--- config.mk ---
export PLATFORM = sky130hd
export DESIGN_NAME = adc_serial_emulator_flat
export DESIGN_NICKNAME = d
export VERILOG_FILES = /design/src/rtl/adc_serial_emulator_if.sv /design/src/rtl/adc_serial_emulator.sv /design/src/flat_wrapper.sv
export SDC_FILE = /design/constraint.sdc
export NUM_CORES = 1
export LEC_CHECK = 0
export BUFFER_PORTS_ARGS = -buffer_cell sky130_fd_sc_hd__buf_2
export CORE_ASPECT_RATIO = 0.7
export CORE_MARGIN = 10
export CORE_UTILIZATION = 58
export DETAILED_ROUTE_END_ITERATION = 12
export PLACE_DENSITY = 0.79
export SYNTH_ARGS = -nofsm -noshare
export SYNTH_HDL_FRONTEND = slang
export SYNTH_SLANG_ARGS = --single-unit
--- constraint.sdc ---
create_clock -name clk_100 -period 2.1 [get_ports clk_100]
set_clock_uncertainty 0.2 [all_clocks]
set_input_delay 0.42 -clock clk_100 [delete_from_list [all_inputs] [get_ports clk_100]]
set_output_delay 0.42 -clock clk_100 [all_outputs]
set_load 0.02 [all_outputs]
--- src/rtl/adc_serial_emulator_if.sv ---
// adc_serial_emulator_if: valid/ready sample port feeding the serial ADC emulator
interface adc_serial_emulator_if #(
    parameter int DATA_W = 16
);
    logic [DATA_W-1:0] s_data;
    logic              s_valid;
    logic              s_ready;

    modport master (output s_data, output s_valid, input s_ready);
    modport slave  (input s_data, input s_valid, output s_ready);
endinterface

--- src/rtl/adc_serial_emulator.sv ---
// adc_serial_emulator: CS_N/SCLK-driven ADC model shifting parallel samples out MSB-first on SDATA
module adc_serial_emulator #(
    parameter int   DATA_W      = 16,
    parameter int   SYNC_STAGES = 2,
    parameter logic IDLE_BIT    = 1'b0
) (
    input  logic                    clk_100,
    input  logic                    RST,
    adc_serial_emulator_if.slave    s,
    input  logic                    CS_N,
    input  logic                    SCLK,
    output logic                    SDATA,
    output logic                    frame_done,
    output logic                    underrun
);
    localparam int          CW       = $clog2(DATA_W);
    localparam logic [CW-1:0] LAST   = CW'(DATA_W - 1);
    localparam logic [1:0]  ST_IDLE  = 2'd0;
    localparam logic [1:0]  ST_SHIFT = 2'd1;
    localparam logic [1:0]  ST_DONE  = 2'd2;

    logic [SYNC_STAGES:0] cs_q;
    logic [SYNC_STAGES:0] sclk_q;
    logic [1:0]           state;
    logic [DATA_W-1:0]    sh;
    logic [DATA_W-1:0]    hold;
    logic [DATA_W-1:0]    load_word;
    logic [CW-1:0]        cnt;
    logic                 full;
    logic                 cs_fall;
    logic                 cs_rise;
    logic                 sclk_fall;
    logic                 load;
    logic                 bypass;
    logic                 accept;

    // Synchronize CS_N and SCLK; the extra top flop holds the previous synchronized value for edge detection
    always_ff @(posedge clk_100) begin
        if (!RST) begin
            cs_q   <= '1;
            sclk_q <= '0;
        end else begin
            cs_q   <= {cs_q[SYNC_STAGES-1:0], CS_N};
            sclk_q <= {sclk_q[SYNC_STAGES-1:0], SCLK};
        end
    end

    assign cs_fall   = cs_q[SYNC_STAGES] & ~cs_q[SYNC_STAGES-1];
    assign cs_rise   = ~cs_q[SYNC_STAGES] & cs_q[SYNC_STAGES-1];
    assign sclk_fall = sclk_q[SYNC_STAGES] & ~sclk_q[SYNC_STAGES-1];

    // A frame start with an empty holding register takes s_data directly when it is valid that cycle
    assign load      = (state == ST_IDLE) & cs_fall;
    assign bypass    = load & ~full & s.s_valid;
    assign s.s_ready = RST & ~full;
    assign accept    = s.s_valid & s.s_ready & ~bypass;
    assign load_word = full ? hold : (s.s_valid ? s.s_data : '0);

    // One-entry holding register: filled by the sample port, emptied when a frame loads it
    always_ff @(posedge clk_100) begin
        if (!RST) begin
            full <= 1'b0;
            hold <= '0;
        end else if (load && full) begin
            full <= 1'b0;
        end else if (accept) begin
            full <= 1'b1;
            hold <= s.s_data;
        end
    end

    // Frame FSM: load on CS_N fall, shift on SCLK fall, CS_N rise always returns to idle
    always_ff @(posedge clk_100) begin
        if (!RST) begin
            state      <= ST_IDLE;
            sh         <= '0;
            cnt        <= '0;
            frame_done <= 1'b0;
            underrun   <= 1'b0;
        end else begin
            frame_done <= 1'b0;
            underrun   <= 1'b0;
            case (state)
                ST_IDLE: begin
                    if (cs_fall) begin
                        state    <= ST_SHIFT;
                        sh       <= load_word;
                        cnt      <= '0;
                        underrun <= ~full & ~s.s_valid;
                    end
                end
                ST_SHIFT: begin
                    if (cs_rise) begin
                        state <= ST_IDLE;
                    end else if (sclk_fall) begin
                        if (cnt == LAST) begin
                            state      <= ST_DONE;
                            frame_done <= 1'b1;
                        end else begin
                            sh  <= {sh[DATA_W-2:0], 1'b0};
                            cnt <= cnt + 1'b1;
                        end
                    end
                end
                ST_DONE: begin
                    if (cs_rise) state <= ST_IDLE;
                end
                default: state <= ST_IDLE;
            endcase
        end
    end

    assign SDATA = (state == ST_SHIFT) ? sh[DATA_W-1] : IDLE_BIT;
endmodule
--- src/flat_wrapper.sv ---
// flat-port wrapper written by rule: the top's interface ports become plain ports
module adc_serial_emulator_flat 
#(
    parameter int   DATA_W      = 16,
    parameter int   SYNC_STAGES = 2,
    parameter logic IDLE_BIT    = 1'b0
)
  (clk_100, RST, CS_N, SCLK, SDATA, frame_done, underrun, s_s_data, s_s_valid, s_s_ready);
  adc_serial_emulator_if #(.DATA_W(DATA_W)) s_i ();
  input  logic clk_100;
  input  logic RST;
  input  logic CS_N;
  input  logic SCLK;
  output logic SDATA;
  output logic frame_done;
  output logic underrun;
  input wire logic [$bits(s_i.s_data)-1:0] s_s_data;
  input wire logic [$bits(s_i.s_valid)-1:0] s_s_valid;
  output wire logic [$bits(s_i.s_ready)-1:0] s_s_ready;
  assign s_i.s_data = s_s_data;
  assign s_i.s_valid = s_s_valid;
  assign s_s_ready = s_i.s_ready;
  adc_serial_emulator #(.DATA_W(DATA_W), .SYNC_STAGES(SYNC_STAGES), .IDLE_BIT(IDLE_BIT)) u_core (.clk_100(clk_100), .RST(RST), .s(s_i), .CS_N(CS_N), .SCLK(SCLK), .SDATA(SDATA), .frame_done(frame_done), .underrun(underrun));
endmodule
==> results of run 1 <==
-- worst max-delay path: stages, from the launching register on --
cell,delay (ps)
dfxtp_1,340
buf_4,200
nor2b_2,230
and2_1,150
buf_2,150
-- through the flow --
step           std cells  instance area [um^2]  hold WS (ps)
6_report             333                  2620           101
5_1_grt              333                  2620           103
4_1_cts              333                  2620           100
3_5_place_dp         326                  2520           197
3_3_place_gp         326                  2520           199
2_1_floorplan        261                  2340           186
-- repair_timing --
item | 4_1_cts | 5_1_grt
setup buffers | 0 | 0
endpoints found under the setup margin | 1 | 0
hold buffers | 0 | 0
resized for setup | 1 | 0
endpoints found under the hold margin | 0 | 0
-- kinds of logic after synthesis --
kind of cell             share of synthesized area [%]
buffers and inverters                             7.75
AND/OR/NAND/NOR                                   26.6
flip-flops                                        40.2
AO/OA/AOI/OAI                                     11.3
multiplexers                                      13.7
adder cells (fa/ha/maj)                          0.534
-- registers in the layout, indices dropped and copies added (netlist names) --
name / cells
u_core.hold: 16
u_core.sh: 16
u_core.cnt: 4
u_core.cs_q: 3
u_core.sclk_q: 3
u_core.state: 2
u_core.frame_done: 1
u_core.full: 1
u_core.underrun: 1
-- synthesized netlist by cell type (2+ instances only) --
master	count	area, um^2
nand3b_1	16	120
inv_1	18	67.6
a311o_1	15	150
nor2b_1	4	25.0
buf_6	3	33.8
dfxtp_1	47	941
nand3_1	2	10.0
and2_1	4	25.0
a211o_1	2	17.5
o221a_2	2	22.5
o311ai_0	2	17.5
clkbuf_1	17	63.8
nand2_1	52	195
nand2b_1	5	31.3
mux2i_1	32	320
and3_1	2	12.5
a21oi_1	3	15.0
nor3b_1	15	113
nor3_1	2	10.0
-- final timing paths --
path,end,cells after the start,slack [ps],startpoint
hold reg to reg,u_core.cs_q[1]$_SDFF_PN1_,1,210,u_core.cs_q[0]$_SDFF_PN1_
setup / recovery,SDATA,4,110,u_core.state[1]$_SDFFE_PN0P_
setup reg to reg,u_core.sh[6]$_SDFFE_PN0P_,4,170,u_core.cs_q[1]$_SDFF_PN1_
hold / removal,u_core.cs_q[0]$_SDFF_PN1_,2,100,CS_N
-- final cells by class --
| class | instances | share of cell area [%] |
|---|---|---|
| multi-input cells | 173 | 46.6 |
| flip-flops and latches | 47 | 35.9 |
| repair buffers | 36 | 8.50 |
| clock buffers | 6 | 2.77 |
| inverters | 18 | 2.58 |
| well taps | 52 | 2.48 |
| clock inverters | 1 | 1.15 |
-- layout by cell type (no fill, tap or decap), types with 2 or more instances in the layout --
cell      instances
o221a_2           2
inv_1            18
and2_1            4
buf_2            24
a21oi_1           3
clkbuf_8          5
nand2b_1          5
nor3_1            2
nand2_1          52
and3_1            2
nor2b_1           3
a211o_1           2
nand3_1           2
nand3b_1         16
buf_4            11
o311ai_0          2
nor3b_1          15
dfxtp_1          47
a311o_1          15
mux2i_1          32
-- report_power, final --
group / leakage [nW] / switching [mW] / internal (mW)
Combinational: 0.691 / 0.113 / 0.106
Sequential: 0.383 / 0.0262 / 0.930
Clock: 0.0513 / 0.287 / 0.349
-- routing by layer --
layer / vias up / global-route usage (%)
met5: - / 0
met3: 6 / 4.42
met4: 0 / 4.73
met2: 38 / 24.7
met1: 878 / 19.8
li1: 943 / -
==> results by group, run 1 <==
Run status
  – Status: complete, no violations

Detailed routing
  – Vias/cell: 5.60
  – Via count: 1865
  – # DRC: 0
  – Wire per inst: between 15 and 20 um
  – WL met1: about 2.4 mm
  – Wire length on met3: between 200 and 250 um
  – Initial DRC count: 120
  – Post-Route WL: 5.15 mm
  – Drt first pass iters: 4
  – Antenna Nets Post-Route: 0
  – Met2 wire len: roughly 2.4 mm
  – Highest metal used: met4

Place
  – DP Worst Slack: 262 ps
  – Hpwl dp: between 3 and 4 mm
  – Placer Congestion: about 0.91
  – PortBufs: 24

GRT
  – First-pass GRT wire length: 8.76 mm
  – Total GRT Usage: ~16%
  – Largest net degree at the start of global routing: 30
  – Gr ovfl total: 0
  – Vias in the first global route: approximately 1.8k
  – Initial antenna violation count: 0

Synthesis
  – Sequential-to-total area share from yosys stat: about two fifths
  – Number of flops mapped to enable cells by yosys: 0
  – Post-synth ARST share: 0%
  – Yosys cell types: 37
  – Yosys reg bits: 47
  – Top_reg_cell synth: dfxtp_1
  – Cell Area, Synth: roughly 2300 um^2
  – Mean Syn Cell Area: about 9 um^2
  – Post-Syn Nets: between 200 and 300
  – Syn Inst Count: around 260
  – Synthesis Warnings: 0

Floorplanning
  – Io pins: 25
  – Initial Util: between 60% and 70%
  – # rows: 19
  – Chip width: approximately 96 um
  – Die area: approximately 7000 um^2
  – CORE AREA: around 3900 um^2
  – Chip height: roughly 73 um

Critical path
  – CP Capture Type: output port
  – CP required: 1480 ps
  – Setup crit start kind: register
  – Crit path DAT: around 1400 ps
  – Critical Path Fanout Max: 15
  – Critical path class: reg -> out

Timing
  – Tmin final: 1990 ps
  – Max Slew Vio Count: 0
  – Worst slew pin tran: 465 ps
  – Slew headroom: between 60 and 70%
  – Tcrit/Tclk final: ~95%
  – Final WS setup: 106 ps
  – Unrepaired setup endpoints after global routing: no
  – Final-report hold violation count: 0
  – Final setup violation count: 0
  – Setup_tns: 0 ps
  – Max frequency: about 500 MHz

Clock tree
  – Worst-path clk slew: 80 ps
  – TritonCTS Sinks: 47
  – Clk buf depth: 2
  – Cts bufs inserted: 5
  – CTS tree: done
  – Root Driver: clkbuf_8
  – Latest clock arrival within the worst-skew pair: 300 ps
  – H-tree levels: 2

Run
  – Max-cap violations: 0

Pwr
  – Total power draw: around 1.8 mW
  – Leak: about 1.1 nW
  – Max IR drop VDD: 0.404 mV
  – Pwr Density: slightly below 700 nW/um^2

Layout
  – Layout cell share with drive strength beyond 1: 17.1%
  – Fin util: between 60% and 70%
  – Area of the multi-input gates: roughly 1200 um^2
  – Antenna cell count: 0
  – Fill cells: between 300 and 400
  – Syn-to-layout area delta: 11.9%
  – Nets: between 300 and 400
  – FF+latch area: approximately 940 um^2

Min path
  – Hold crit path type: in -> reg
No activity file was read; power rests on OpenSTA's default activity.
==> run 2, diff against run 1 <==
--- a/config.mk
+++ b/config.mk
@@ -10,6 +10,7 @@
 export CORE_MARGIN = 10
 export CORE_UTILIZATION = 58
 export DETAILED_ROUTE_END_ITERATION = 12
+export MAX_ROUTING_LAYER = met4
 export PLACE_DENSITY = 0.79
 export SYNTH_ARGS = -nofsm -noshare
 export SYNTH_HDL_FRONTEND = slang
==> run 2 against run 1 <==
Net effect: power about the same; largest power group unchanged; maximum frequency increased by 0.11%; largest cell class unchanged; cell count unchanged; sequential cell count unchanged; via count increased by 1.1%.
==> results by group, run 2 (same netlist as run 1, synthesis figures left out) <==
Run status
  – Status: complete, no violations

Pwr
  – NetSw: 427 uW
  – Leak: roughly 1.1 nW
  – Sw Share: 23.6%
  – Clock share of power: roughly a third
  – Combinational power share: between 10% and 20%
  – Max IR drop VDD: 0.403 mV
  – Power share of the sequential group: 52.7%
  – P_int: between 1 and 1.5 mW
  – Pwr Density: around 690 nW/um^2

Timing
  – Tmin final: 1990 ps
  – Unrepaired setup endpoints after global routing: no
  – Slew headroom: between 60% and 70%
  – Final setup violation count: 0
  – Final WS setup: ~110 ps
  – Tcrit/Tclk final: between 90 and 100%
  – Setup_tns: 0 ps
  – Max frequency: roughly 500 MHz
  – Final-report hold violation count: 0
  – Max Slew Vio Count: 0
  – Worst slew pin tran: 472 ps

Critical path
  – Setup crit start kind: register
  – Critical path class: reg -> out
  – Crit-path cells: buf_4, nor2b_2, and2_1, buf_2
  – CP Capture Type: output port
  – Worst path max stage delay: 340 ps
  – Crit path DAT: between 1000 and 1500 ps
  – Crit-path slowest cell: dfxtp_1
  – Critical Path Fanout Max: 15
  – CP required: 1480 ps

Floorplanning
  – Die area: approximately 7000 um^2
  – CORE AREA: ~4000 um^2
  – Chip height: between 70 and 80 um
  – Io pins: 25
  – # rows: 19
  – Chip width: 96.0 um
  – Initial Util: 60.1%

Layout
  – Antenna cell count: 0
  – Most common cell after layout, fill and taps aside: nand2_1
  – Syn-to-layout area delta: 11.9%
  – Biggest regs: u_core.hold: 16 flops, u_core.sh: 16 flops, u_core.cnt: 4 flops
  – Most frequent cells in the layout: nand2_1 (52), dfxtp_1 (47), mux2i_1 (32)
  – Nets: 303
  – Layout cell share with drive strength beyond 1: 17.1%

Clock tree
  – Worst-path clk slew: ~80 ps
  – Root Driver: clkbuf_8
  – Latest clock arrival within the worst-skew pair: about 300 ps
  – CTS tree: done
  – TritonCTS Sinks: 47
  – H-tree levels: 2
  – Postcts setup bufs: 0
  – Clk buf depth: 2
  – Cts bufs inserted: 5

GRT
  – First-pass GRT wire length: just under 9 mm
  – Vias in the first global route: approximately 1.8k
  – Largest net degree at the start of global routing: 30
  – Gr ovfl total: 0
  – Total GRT Usage: roughly 16%
  – Initial antenna violation count: 0

Place
  – Placer Congestion: 0.926
  – PortBufs: 24
  – DP Worst Slack: approximately 260 ps
  – Hpwl dp: 3.61 mm

Min path
  – Hold crit path type: in -> reg

Detailed routing
  – Vias/cell: about 5.7
  – # DRC: 0
  – Post-Route WL: around 5.2 mm
  – Initial DRC count: 120
  – Wire per inst: between 15 and 20 um
  – Drt first pass iters: 4
  – Via count: around 1.9k
  – Antenna Nets Post-Route: 0

Run
  – Max-cap violations: 0
run 2: through the flow:
step | hold WS (ps) | area [um^2] | util [%] | power, mW | cells
after global routing | 103 | 2620 | 67.2 | 1.89 | 333
after global placement | 199 | 2520 | 64.5 | 1.19 | 326
after detailed placement | 197 | 2520 | 64.5 | 1.20 | 326
final | 104 | 2620 | 67.2 | 1.81 | 333
after floorplan | 186 | 2340 | - | 1.13 | 261
after CTS | 100 | 2620 | 67.2 | 1.82 | 333
run 2: what timing repair did:
item / CTS / global route
hold buffers: 0 / 0
endpoints found under the setup margin: 1 / 0
resized for setup: 1 / 0
run 2: final timing paths:
kind	startpoint	to	slack, ps	cells past startpoint
worst max-delay path	u_core.state[1]$_SDFFE_PN0P_	SDATA	110	4
worst max register to register	u_core.cs_q[1]$_SDFF_PN1_	u_core.sh[6]$_SDFFE_PN0P_	170	4
worst min register to register	u_core.cs_q[0]$_SDFF_PN1_	u_core.cs_q[1]$_SDFF_PN1_	220	1
worst min-delay path	CS_N	u_core.cs_q[0]$_SDFF_PN1_	100	2
run 2: worst max-delay path, delay by kind of cell (launching register included):
kind                   cells  cell delay (ps)
buffers and inverters      2              350
and+or+nand+nor            2              380
DFF                        1              340
run 2: cell type report:
type | count | area (um^2)
fill | 332 | 1280
multi-input combinational | 173 | 1220
sequential | 47 | 941
timing repair buffer | 36 | 223
clock buffer | 6 | 72.6
inverter | 18 | 67.6
tap | 52 | 65.1
clock inverter | 1 | 30.0
run 2: power groups by stage:
stage	registers, mW	clock network (mW)	logic (mW)
5_1_grt	0.962	0.683	0.243
4_1_cts	0.956	0.647	0.221
2_1_floorplan	0.968	0	0.164
3_3_place_gp	0.975	0	0.216
3_5_place_dp	0.977	0	0.220
6_report	0.956	0.636	0.221
run 2: layer usage:
metal / share of wire, % / track usage [%]
met1: 48 / 19.9
met2: 47 / 24.5
met3: 3.7 / 4.42
met4: 1.2 / 4.73
met5: 0 / -
==> run 3, diff against run 2 <==
--- a/config.mk
+++ b/config.mk
@@ -6,7 +6,7 @@
 export NUM_CORES = 1
 export LEC_CHECK = 0
 export BUFFER_PORTS_ARGS = -buffer_cell sky130_fd_sc_hd__buf_2
-export CORE_ASPECT_RATIO = 0.7
+export CORE_ASPECT_RATIO = 0.75
 export CORE_MARGIN = 10
 export CORE_UTILIZATION = 58
 export DETAILED_ROUTE_END_ITERATION = 12
==> run 3 against run 2 <==
Net effect: die area is 0.20% lower; critical path depth stayed put; register-to-register slack better by 20 ps; sequential power hardly changed; sequential cell count stayed put; largest power group unchanged; critical endpoint unchanged; via count is 0.53% lower; utilization is 2.0 points higher; critical path type unchanged.
==> results by group, run 3 (same netlist as run 1, synthesis figures left out) <==
Clock tree
  – Postcts setup bufs: 0
  – CTS hold repair buffers: 0
  – Latest clock arrival within the worst-skew pair: ~300 ps
  – Clk buf depth: 2
  – TritonCTS Sinks: 47
  – CTS tree: done
  – H-tree levels: 2
  – Worst-path clk slew: about 80 ps
  – Root Driver: clkbuf_8
  – Cts bufs inserted: 5

Place
  – DP Worst Slack: 222 ps
  – Hpwl dp: roughly 3.7 mm
  – PortBufs: 24
  – Placer Congestion: a little over 0.9
  – Dpl cells: 325

Layout
  – Area of the multi-input gates: between 1000 and 1500 um^2
  – Fin cells: roughly 330
  – Syn-to-layout area delta: 11.7%
  – Biggest regs: u_core.hold: 16 flops, u_core.sh: 16 flops, u_core.cnt: 4 flops
  – Most common cell after layout, fill and taps aside: nand2_1
  – Most frequent cells in the layout: nand2_1 (52), dfxtp_1 (47), mux2i_1 (32)
  – Fin util: 69.2%
  – Layout cell share with drive strength beyond 1: between 15 and 20%
  – Fill cells: 310
  – Nets: between 300 and 400
  – FF+latch area: 941 um^2
  – Antenna cell count: 0

Floorplanning
  – CORE AREA: ~3800 um^2
  – # rows: 19
  – Chip height: roughly 75 um
  – Die area: around 7000 um^2
  – Initial Util: approximately three fifths
  – Chip width: roughly 93 um
  – Io pins: 25

Timing
  – Tcrit/Tclk final: 95.6%
  – Worst slew pin tran: 577 ps
  – Unrepaired setup endpoints after global routing: no
  – Final setup violation count: 0
  – Slew headroom: about three fifths
  – Tmin final: 2010 ps
  – Setup_tns: 0 ps
  – Max frequency: between 400 and 500 MHz
  – Final WS setup: roughly 92 ps
  – Final-report hold violation count: 0
  – Max Slew Vio Count: 0

Detailed routing
  – Vias/cell: 5.63
  – Initial DRC count: 100
  – Highest metal used: met4
  – # DRC: 0
  – WL met1: 2.46 mm
  – Wire length on met3: ~180 um
  – Wire per inst: 15.3 um
  – Via count: approximately 1.9k
  – Post-Route WL: ~5.1 mm
  – Antenna Nets Post-Route: 0
  – Drt first pass iters: 4
  – Met2 wire len: 2.36 mm

Critical path
  – Crit-path cells: buf_4, nor2b_4, and2_1, buf_2
  – Critical path class: reg -> out
  – Setup crit start kind: register
  – Critical Path Fanout Max: 12
  – Crit-path slowest cell: dfxtp_1
  – CP Capture Type: output port
  – Worst path max stage delay: roughly 380 ps
  – Crit path DAT: between 1000 and 1500 ps
  – CP required: about 1500 ps

Pwr
  – Leak: 1.12 nW
  – Pwr Density: approximately 680 nW/um^2
  – Max IR drop VDD: roughly 0.5 mV

GRT
  – Gr ovfl total: 0
  – Initial antenna violation count: 0
  – First-pass GRT wire length: just under 9 mm
  – Largest net degree at the start of global routing: 21
  – Vias in the first global route: 1882
  – Total GRT Usage: between 15 and 20%

Run
  – Max-cap violations: 0

Run status
  – Status: complete, no violations

Min path
  – Hold crit path type: in -> reg
==> run 3: cell types whose count changed in the layout (fill, tap and decap cells not counted), sizes merged <==
cell	previous run	this run
buf	36	35
bufinv	1	0
clkbuf	6	8
==> run 3: per-stage QoR <==
stage | hold WS [ps] | cell area (um^2) | total power [mW]
floorplan | 186 | 2340 | 1.13
global placement | 192 | 2510 | 1.19
detailed placement | 214 | 2510 | 1.20
CTS | 98.3 | 2610 | 1.78
global route | 116 | 2620 | 1.84
finish | 102 | 2620 | 1.77
==> run 3: critical path, delay by kind of cell, from the launching register on <==
kind,cells,cell delay [ps]
flip-flops,1,380
AND/OR/NAND/NOR,2,370
buffers and inverters,2,350
==> run 3: worst paths after layout <==
check / from / cells past startpoint / slack [ps] / endpoint
min: CS_N / 2 / 100 / u_core.cs_q[0]$_SDFF_PN1_
min reg2reg: u_core.cs_q[0]$_SDFF_PN1_ / 1 / 230 / u_core.cs_q[1]$_SDFF_PN1_
max: u_core.state[0]$_SDFFE_PN0P_ / 4 / 90 / SDATA
max reg2reg: u_core.cnt[0]$_SDFFE_PN0P_ / 5 / 190 / u_core.cnt[3]$_SDFFE_PN0P_
==> run 3: layout make-up <==
class / count / area share, %
clock buffers: 8 / 3.83
repair buffers: 35 / 8.23
multi-input cells: 173 / 46.9
flip-flops and latches: 47 / 36.0
inverters: 18 / 2.58
well taps: 52 / 2.49
==> run 3: layer usage <==
| layer | up-vias | global-route usage [%] |
|---|---|---|
| met1 | 895 | 19.3 |
| met2 | 28 | 24.8 |
| met3 | 9 | 3.87 |
| met5 | - | - |
| met4 | 0 | 5.97 |
| li1 | 943 | - |
==> run 3: repair_timing <==
item,CTS,global route
endpoints found under the setup margin,1,1
gates cloned,0,0
resized for setup,1,1
==> run 3: report_power, final <==
group | internal, mW | switching (mW) | leakage (nW)
sequential | 0.930 | 0.0264 | 0.383
combinational | 0.109 | 0.114 | 0.683
clock | 0.301 | 0.289 | 0.0515
